## src/rtl/sum_tx_ctrl.sv

```systemverilog
// sum_tx_ctrl: debounced operand capture, registered 5-bit sum and a busy-handshake UART frame sequencer.
// Define SUM_TX_ASCII_EN for a 4-byte ASCII hex frame (sum[4], sum[3:0], CR, LF); otherwise one raw byte.

module sum_tx_ctrl #(
    parameter int SYNC_STAGES     = 2,
    parameter int DEBOUNCE_CYCLES = 50000,
    parameter int ACCEPT_TIMEOUT  = 15
) (
    input  logic       clk,
    input  logic       reset_n,
    input  logic       save_a_n,
    input  logic       save_b_n,
    input  logic [3:0] data_input,
    input  logic       send_req,
    input  logic       uart_tx_busy,
    output logic       uart_tx_en,
    output logic [7:0] uart_tx_data,
    output logic [3:0] op_a,
    output logic [3:0] op_b,
    output logic [4:0] sum,
    output logic       ctrl_busy,
    output logic       tx_error
);

    localparam int DB_W = $clog2(DEBOUNCE_CYCLES + 2);
    localparam int TO_W = $clog2(ACCEPT_TIMEOUT + 1);
    localparam logic [DB_W-1:0] DB_FIRE = DB_W'(DEBOUNCE_CYCLES);
    localparam logic [DB_W-1:0] DB_SAT  = DB_W'(DEBOUNCE_CYCLES + 1);
    localparam logic [TO_W-1:0] TO_LAST = TO_W'(ACCEPT_TIMEOUT - 1);
`ifdef SUM_TX_ASCII_EN
    localparam logic [1:0] LAST_IDX = 2'd3;
`else
    localparam logic [1:0] LAST_IDX = 2'd0;
`endif

    typedef enum logic [2:0] {
        S_IDLE,
        S_LOAD,
        S_WAIT_ACCEPT,
        S_WAIT_DONE,
        S_NEXT
    } state_t;

    logic [SYNC_STAGES-1:0]      r_sync_a;
    logic [SYNC_STAGES-1:0]      r_sync_b;
    logic [SYNC_STAGES-1:0][3:0] r_sync_d;
    logic [DB_W-1:0]             r_db_a;
    logic [DB_W-1:0]             r_db_b;
    logic [3:0]                  r_op_a;
    logic [3:0]                  r_op_b;
    logic [4:0]                  r_sum;
    logic                        r_pending;
    state_t                      r_state;
    logic [4:0]                  r_frame;
    logic [1:0]                  r_idx;
    logic [TO_W-1:0]             r_timer;
    logic [7:0]                  r_tx_data;
    logic                        r_tx_error;

    logic       w_low_a;
    logic       w_low_b;
    logic       w_stb_a;
    logic       w_stb_b;
    logic [4:0] w_sum_next;
    state_t     w_state_next;
    logic [4:0] w_frame_next;
    logic [1:0] w_idx_next;
    logic       w_timeout;
    logic [7:0] w_byte;

    // NOTE: flops use non-blocking assignments so every stage samples the pre-edge value of its neighbour.
    always_ff @(posedge clk or negedge reset_n) begin
        if (!reset_n) begin
            r_sync_a <= '1;
            r_sync_b <= '1;
            r_sync_d <= '0;
        end else begin
            r_sync_a <= {r_sync_a[SYNC_STAGES-2:0], save_a_n};
            r_sync_b <= {r_sync_b[SYNC_STAGES-2:0], save_b_n};
            r_sync_d <= {r_sync_d[SYNC_STAGES-2:0], data_input};
        end
    end

    assign w_low_a = ~r_sync_a[SYNC_STAGES-1];
    assign w_low_b = ~r_sync_b[SYNC_STAGES-1];
    assign w_stb_a = w_low_a && (r_db_a == DB_FIRE);
    assign w_stb_b = w_low_b && (r_db_b == DB_FIRE);

    // Counters park one past the fire value, so a held button strobes exactly once.
    always_ff @(posedge clk or negedge reset_n) begin
        if (!reset_n) begin
            r_db_a <= '0;
            r_db_b <= '0;
        end else begin
            if (!w_low_a)              r_db_a <= '0;
            else if (r_db_a != DB_SAT) r_db_a <= r_db_a + DB_W'(1);
            if (!w_low_b)              r_db_b <= '0;
            else if (r_db_b != DB_SAT) r_db_b <= r_db_b + DB_W'(1);
        end
    end

    assign w_sum_next = {1'b0, r_op_a} + {1'b0, r_op_b};

    always_ff @(posedge clk or negedge reset_n) begin
        if (!reset_n) begin
            r_op_a    <= '0;
            r_op_b    <= '0;
            r_sum     <= '0;
            r_pending <= 1'b0;
        end else begin
            if (w_stb_a) r_op_a <= r_sync_d[SYNC_STAGES-1];
            if (w_stb_b) r_op_b <= r_sync_d[SYNC_STAGES-1];
            r_sum     <= w_sum_next;
            r_pending <= w_stb_b | send_req | (r_pending & ~((r_state == S_IDLE) & r_pending));
        end
    end

    always_ff @(posedge clk or negedge reset_n) begin
        if (!reset_n) r_state <= S_IDLE;
        else          r_state <= w_state_next;
    end

    // NOTE: every combinational output gets a default first, so no path can infer a latch.
    always_comb begin
        w_state_next = r_state;
        w_frame_next = r_frame;
        w_idx_next   = r_idx;
        w_timeout    = 1'b0;
        case (r_state)
            S_IDLE: begin
                if (r_pending) begin
                    // Same value r_sum takes this edge, so the frame carries the freshly captured operands.
                    w_frame_next = w_sum_next;
                    w_idx_next   = 2'd0;
                    w_state_next = S_LOAD;
                end
            end
            S_LOAD:        w_state_next = S_WAIT_ACCEPT;
            S_WAIT_ACCEPT: begin
                if (uart_tx_busy) begin
                    w_state_next = S_WAIT_DONE;
                end else if (r_timer == TO_LAST) begin
                    w_timeout    = 1'b1;
                    w_state_next = S_IDLE;
                end
            end
            S_WAIT_DONE:   if (!uart_tx_busy) w_state_next = S_NEXT;
            S_NEXT: begin
                if (r_idx == LAST_IDX) begin
                    w_state_next = S_IDLE;
                end else begin
                    w_idx_next   = r_idx + 2'd1;
                    w_state_next = S_LOAD;
                end
            end
            default:       w_state_next = S_IDLE;
        endcase
    end

`ifdef SUM_TX_ASCII_EN
    always_comb begin
        w_byte = 8'h0A;
        case (w_idx_next)
            2'd0:    w_byte = {7'b0011000, w_frame_next[4]};
            2'd1:    w_byte = (w_frame_next[3:0] < 4'd10) ? 8'h30 + {4'h0, w_frame_next[3:0]}
                                                          : 8'h37 + {4'h0, w_frame_next[3:0]};
            2'd2:    w_byte = 8'h0D;
            default: w_byte = 8'h0A;
        endcase
    end
`else
    assign w_byte = {3'b000, w_frame_next};
`endif

    always_ff @(posedge clk or negedge reset_n) begin
        if (!reset_n) begin
            r_frame    <= '0;
            r_idx      <= '0;
            r_timer    <= '0;
            r_tx_data  <= '0;
            r_tx_error <= 1'b0;
        end else begin
            r_frame <= w_frame_next;
            r_idx   <= w_idx_next;
            if (r_state == S_LOAD)             r_timer <= '0;
            else if (r_state == S_WAIT_ACCEPT) r_timer <= r_timer + TO_W'(1);
            if (w_state_next == S_LOAD)        r_tx_data <= w_byte;
            if (w_timeout)                     r_tx_error <= 1'b1;
        end
    end

    assign uart_tx_en   = (r_state == S_LOAD);
    assign uart_tx_data = r_tx_data;
    assign op_a         = r_op_a;
    assign op_b         = r_op_b;
    assign sum          = r_sum;
    assign ctrl_busy    = (r_state != S_IDLE);
    assign tx_error     = r_tx_error;

endmodule
```

## config.mk

```make
export PLATFORM = sky130hd
export DESIGN_NAME = sum_tx_ctrl
export DESIGN_NICKNAME = d
export VERILOG_FILES = /design/src/rtl/sum_tx_ctrl.sv
export SDC_FILE = /design/constraint.sdc
export NUM_CORES = 1
export LEC_CHECK = 0
export CAP_MARGIN = 5
export CORE_MARGIN = 5
export CORE_UTILIZATION = 40
export DETAILED_ROUTE_END_ITERATION = 6
export HOLD_SLACK_MARGIN = 0.06
export SYNTH_ARGS = -nofsm -noshare
export SYNTH_HDL_FRONTEND = slang
export SYNTH_SLANG_ARGS = --single-unit
```

## constraint.sdc

```tcl
create_clock -name clk -period 2.16 [get_ports clk]
set_clock_uncertainty 0.05 [all_clocks]
set_input_delay 0.216 -clock clk [delete_from_list [all_inputs] [get_ports clk]]
set_output_delay 0.216 -clock clk [all_outputs]
set_load 0.02 [all_outputs]
```

== Yosys cells after proc, flatten, opt, wreduce, memory -nomap -nowiden ==
Index checks and enable logic that the tools add are counted.
Operators by class
  $add $sub $neg: 5
  multipliers: 0
  divide/modulo/power cells: 0
  magnitude comparators: 0
  eq/ne operators: 12
  shift-type cells: 0
  mux-type cells: 20
  bitwise logic cells: 7
  reduce and logical (&&, ||, !) cells: 10
Operators by type and width (number)
  $mux W16: 4
  $add A16 B1 Y16 const B: 2
  $eq A16 B16 Y1 const B: 2
  $ne A16 B16 Y1 const B: 2
  $pmux W3 S5: 1
  $mux W3: 4
  $mux W5: 2
  $mux W4: 2
  $reduce_bool A2 Y1: 4
  $eq A3 B1 Y1 const B: 2
  $eq A3 B2 Y1 const B: 2
  $add A4 B4 Y5: 1
  $add A4 B1 Y4 const B: 1
  $eq A4 B4 Y1 const B: 1
  $mux W1: 4
  $mux W2: 2
  $ne A2 B2 Y1 const B: 2
  $pmux W2 S2: 1
  $eq A3 B3 Y1 const B: 1
  $logic_not A3 Y1: 1
  $not A1 Y1: 3
  $reduce_and A3 Y1: 1
  $reduce_bool A3 Y1: 1
  $add A2 B1 Y2 const B: 1
  other kinds (4): 7
Word-level totals
  register bits: 78
  bits in latches: 0
  bits in writable memories: 0
  bits in read-only memories: 0
  input port bits: 10
  output and inout port bits: 24
  logic and storage cells: 70
  memories: 0

== Logic depth before layout (Yosys ltp) ==
  depth after elaboration: 5
  gate-level depth with buffers: 7
  gate-level depth less buffers: 7

== Worst setup path after synthesis ==
Ideal clock, no wire load.
  path kind: reg-to-reg
  from: register r_db_b[12]
  to: register r_op_b[0], in the netlist op_b[0]
  library setup time: 0.125 ns
  arrival: 2.007 ns
  data required time: 1.985 ns
  path slack: -0.022 ns
  cell stages (with the launch flop): 5
  path buffers: 0
  clock period less this slack: 2.182 ns
  cell sequence: dfrtp_1 -> or4_1 -> or4_4 -> nor3b_4 -> mux2_4
On the way
  longest elaborated chain between the ends: 2
RTL lines
  start, declared: RTL line 48  | logic [DB_W-1:0] r_db_b;
  start signal, assigned: RTL line 98  | else if (r_db_b != DB_SAT) r_db_b <= r_db_b + DB_W'(1);
  $eq A16 B16 Y1: RTL line 87  | assign w_stb_b = w_low_b && (r_db_b == DB_FIRE);
  $logic_and A1 B1 Y1: RTL line 87
  end signal, assigned: RTL line 112  | if (w_stb_b) r_op_b <= r_sync_d[SYNC_STAGES-1];
  end, declared: RTL line 50  | logic [3:0] r_op_b;
No other way between the ends.
A chain may end at the register's enable or synchronous reset.

== Worst setup path in the final report ==
Ends and elaborated chain as after synthesis.

==> summary.md <==
| Metric | Value |
|---|---|
| Most common cell after layout, fill and taps aside | `sky130_fd_sc_hd__dfrtp_1` |
| Nature of the critical path endpoint | `flip-flop` |
| Proportion of register bits with asynchronous set or reset after synthesis | `100%` |
| Post-Syn Area | `0.00358 sq mm` |
| Placer Congestion | `0.795` |
| I/O Buffers | `30` |
| Chip width | `105 um` |
| Crit path time final | `2.16 ns` |
| CTS Buf Count | `9` |
| Reg2Reg Depth | `5` |
| Number of setup violations in the final report | `3` |
| Final slew viol count | `0` |
| Standby leakage power | `1.97 nW` |
| Status | `finished, violations left` |
| Number of global-route vias before repair | `2476` |
| Category of cells accounting for the largest share of critical-path delay | `simple AND/OR/NAND/NOR gates` |
| Standard-cell row count | `34` |
| Die height | `105 um` |
| Biggest cell delay along the critical path | `0.51 ns` |
| Total of warnings raised by yosys | `0` |
| Internal Dissipation | `0.00251 W` |
| Placeable core region | `0.00872 sq mm` |
| Clock H-tree levels | `3` |
| Setup Crit Path Kind | `flip-flop to flip-flop` |
| End point of the critical path | `op_b[0]` |
| Sequential fraction of the synthesis area | `54.7%` |
| Largest fanout on the critical path | `4` |
| Number of nets in the layout | `398` |
| Dominant synthesized flop cell | `sky130_fd_sc_hd__dfrtp_1` |
| Maximum number of pins on one net before global-route repair | `46` |
| Inserted Diodes | `0` |
| Layout Utilization | `50.0%` |
| Violated checks | `setup timing` |
| Top-level port count | `34` |
| Series of cell instances along the critical path | `or4_1 > or4_4 > nor3b_4 > buf_6 > mux2_4` |
| Combinational share of power | `16.2%` |
| Max Buffers Root-to-Sink | `2` |
| CTS tree | `yes` |
| Proportion of total power due to net switching | `27.7%` |
| DRT antenna net count | `0` |
| Post-Synthesis Mean Instance Area | `11.0 sq um` |
| Routed wire length per instance | `13.5 um` |
| Root buffer selected by CTS | `sky130_fd_sc_hd__clkbuf_8` |
| Number of distinct library cells after synthesis | `46` |
| Commonest cells after routing, fill and taps aside | `74 x sky130_fd_sc_hd__dfrtp_1, 27 x sky130_fd_sc_hd__nor2_1, 27 x sky130_fd_sc_hd__clkdlybuf4s50_1` |
| Area delta synth->final | `22.0%` |
| Part of the cycle the worst path needs | `100%` |
| Final number of hold-violating endpoints | `0` |
| Largest vdd supply drop | `0.469 mV` |
| Data required time at the worst endpoint | `2.34 ns` |
| Global-route wire length before repair | `11500 um` |
| Count of max-cap constraint violations | `0` |
| Router iterations before antenna repair | `4` |
| PnR worst setup slack | `-0.00489 ns` |
| Final setup TNS | `-0.0107 ns` |
| Total buffers and inverters traversed by the critical path | `1` |
| Switching pwr | `0.000961 W` |
| Area of the die | `0.0109 sq mm` |
| Synthesized netlist cell count | `324` |
| Hold/Removal Path Class | `input port to flip-flop` |
| Crit Reg-Reg Startpoint | `r_db_b[12]` |
| Vias | `2492` |
| F_max | `462 MHz` |
| Aggregate global routing overflow | `0` |
| Launching element type of the critical path | `flip-flop` |
| Hpwl dp | `4660 um` |
| CTS clock-pin slew for the worst setup and hold paths | `0.08 ns` |
| Power density cells | `794 mW/mm^2` |
| Clock sink total | `78` |
| Number of enable-type register cells in the synthesized netlist | `0` |
| Logic depth of the worst path, buffers included | `5` |
| Unrepaired setup endpoints after global routing | `yes` |
| Worst setup path startpoint | `r_db_b[12]` |
| Initial Util | `41.0%` |
| DRT iter0 DRCs | `67` |
| Initial antenna violation count | `0` |
| Fraction of layout instances using a drive strength above 1 | `15.6%` |
| DRC violation count after routing | `0` |
| DR vias/cell | `5.12` |
| Flop pwr share | `48.3%` |
| Endpoint of the lowest-slack register-to-register path | `op_b[0]` |
| R2R Setup Slk | `-0.005 ns` |
| Final wirelength | `6550 um` |
| Highest-delay cell along the critical path | `sky130_fd_sc_hd__or4_1` |
| Clock latency on the worst-skew pair | `0.34 ns` |
| Critical path data arrival time | `2.34 ns` |
| Clock power frac | `35.5%` |
| Number of storage elements in the synthesis netlist | `78` |
| Global router's overall resource usage | `12.8%` |
[routing by layer]
| metal | global-route usage (%) | part of all wire, % | up-vias | routed length, um |
|---|---|---|---|---|
| met4 | 4.63 | 1.2 | 0 | 77 |
| met3 | 3.21 | 3.5 | 9 | 229 |
| li1 | - | - | 1227 | - |
| met1 | 16.6 | 47 | 1214 | 3100 |
| met5 | 0 | 0 | - | 0 |
| met2 | 20.7 | 48 | 42 | 3150 |
[cells by family after synthesis]
| logic type | after synthesis | synth area share [%] |
|---|---|---|
| adders and majority gates | 14 | 5.11 |
| DFF | 78 | 54.7 |
| xor gates and xnor gates | 21 | 5.14 |
| buffers and inverters | 31 | 3.57 |
| muxes | 14 | 4.83 |
| other | 1 | 0.105 |
| AOI/OAI and AO/OA | 44 | 7.31 |
| and+or+nand+nor | 121 | 19.2 |
[stage by stage]
step | power [W] | std cells | hold WS [ns] | area (sq um) | setup slack (ns)
after floorplan | 0.00205 | 326 | -0.130 | 3580 | -0.00409
after global routing | 0.00366 | 487 | 0.193 | 4360 | -0.0861
after detailed placement | 0.00227 | 468 | 0.148 | 4100 | -0.0497
after CTS | 0.00352 | 487 | 0.202 | 4360 | -0.0225
final | 0.00347 | 487 | 0.222 | 4360 | -0.00489
after global placement | 0.00226 | 468 | 0.148 | 4100 | -0.0144
[synth_stat cells, types with 3 or more instances]
cell type                  instances  area share [%]
sky130_fd_sc_hd__nand3_1          15             2.1
sky130_fd_sc_hd__or3_1             5            0.87
sky130_fd_sc_hd__nand4_1           8             1.4
sky130_fd_sc_hd__xor2_1           14             3.4
sky130_fd_sc_hd__inv_1            18             1.9
sky130_fd_sc_hd__dfstp_2           4             2.9
sky130_fd_sc_hd__nor2b_1           6             1.0
sky130_fd_sc_hd__or4_1             3            0.63
sky130_fd_sc_hd__o31ai_1           3            0.63
sky130_fd_sc_hd__nor3_1            5            0.70
sky130_fd_sc_hd__o21ai_0          21             2.9
sky130_fd_sc_hd__a21oi_1           9             1.3
sky130_fd_sc_hd__and3_1            4            0.70
sky130_fd_sc_hd__nor4b_1           3            0.73
sky130_fd_sc_hd__ha_1             13             4.5
sky130_fd_sc_hd__nor3b_1           6             1.3
sky130_fd_sc_hd__clkbuf_1         10             1.0
sky130_fd_sc_hd__and4_1            4            0.98
sky130_fd_sc_hd__dfrtp_1          74              52
sky130_fd_sc_hd__nor2_1           27             2.8
sky130_fd_sc_hd__xnor2_1           7             1.7
sky130_fd_sc_hd__nand2_1          20             2.1
sky130_fd_sc_hd__mux2_2           10             3.1
sky130_fd_sc_hd__mux2_4            4             1.7
sky130_fd_sc_hd__buf_4             3            0.63
[worst min-delay path by stage]
stage,end,cells past startpoint,start
final,r_sync_b[0],1,save_b_n
after detailed placement,tx_error,1,reset_n
after global placement,tx_error,1,reset_n
after CTS,r_sync_b[0],1,save_b_n
after floorplan,op_a[0],0,reset_n
after global routing,r_sync_b[0],1,save_b_n
[sequential cells by signal, summed over array words and instances (netlist names)]
| register | cells |
|---|---|
| op_a | 4 |
| op_b | 4 |
| r_db_a | 16 |
| r_db_b | 16 |
| r_frame | 5 |
| r_idx | 2 |
| r_pending | 1 |
| r_state | 3 |
| r_sync_a | 2 |
| r_sync_b | 2 |
| r_sync_d | 8 |
| r_timer | 4 |
| sum | 5 |
| tx_error | 1 |
| uart_tx_data | 5 |
[repair_timing]
item	CTS	global route
hold endpoints to repair	29	0
endpoints found under the setup margin	4	6
hold buffers	1	0
setup buffers	2	0
pin swaps	1	1
gates resized for setup	1	2
[worst reg2reg max path, cell delays in order, from the launching register on]
cell	delay (ns)
sky130_fd_sc_hd__dfrtp_1	0.38
sky130_fd_sc_hd__or4_1	0.51
sky130_fd_sc_hd__or4_4	0.45
sky130_fd_sc_hd__nor3b_4	0.22
sky130_fd_sc_hd__buf_6	0.16
sky130_fd_sc_hd__mux2_4	0.29
[area by class of cell]
| cell class | instances | area [sq um] |
|---|---|---|
| Multi-Input combinational cell | 217 | 1500 |
| Clock inverter | 6 | 93.8 |
| Inverter | 18 | 67.6 |
| Sequential cell | 78 | 1960 |
| Fill cell | 766 | 4360 |
| Tap cell | 108 | 135 |
| Timing Repair Buffer | 50 | 472 |
| Clock buffer | 10 | 138 |
[power by group through the flow]
stage / registers, W / clock network (W) / logic, W
after floorplan: 0.00166 / 0 / 0.000390
after global placement: 0.00170 / 0 / 0.000564
after detailed placement: 0.00170 / 0 / 0.000570
after CTS: 0.00167 / 0.00128 / 0.000575
after global routing: 0.00169 / 0.00134 / 0.000632
final: 0.00167 / 0.00123 / 0.000561
Note: power is estimated with default switching activity, not from simulation.
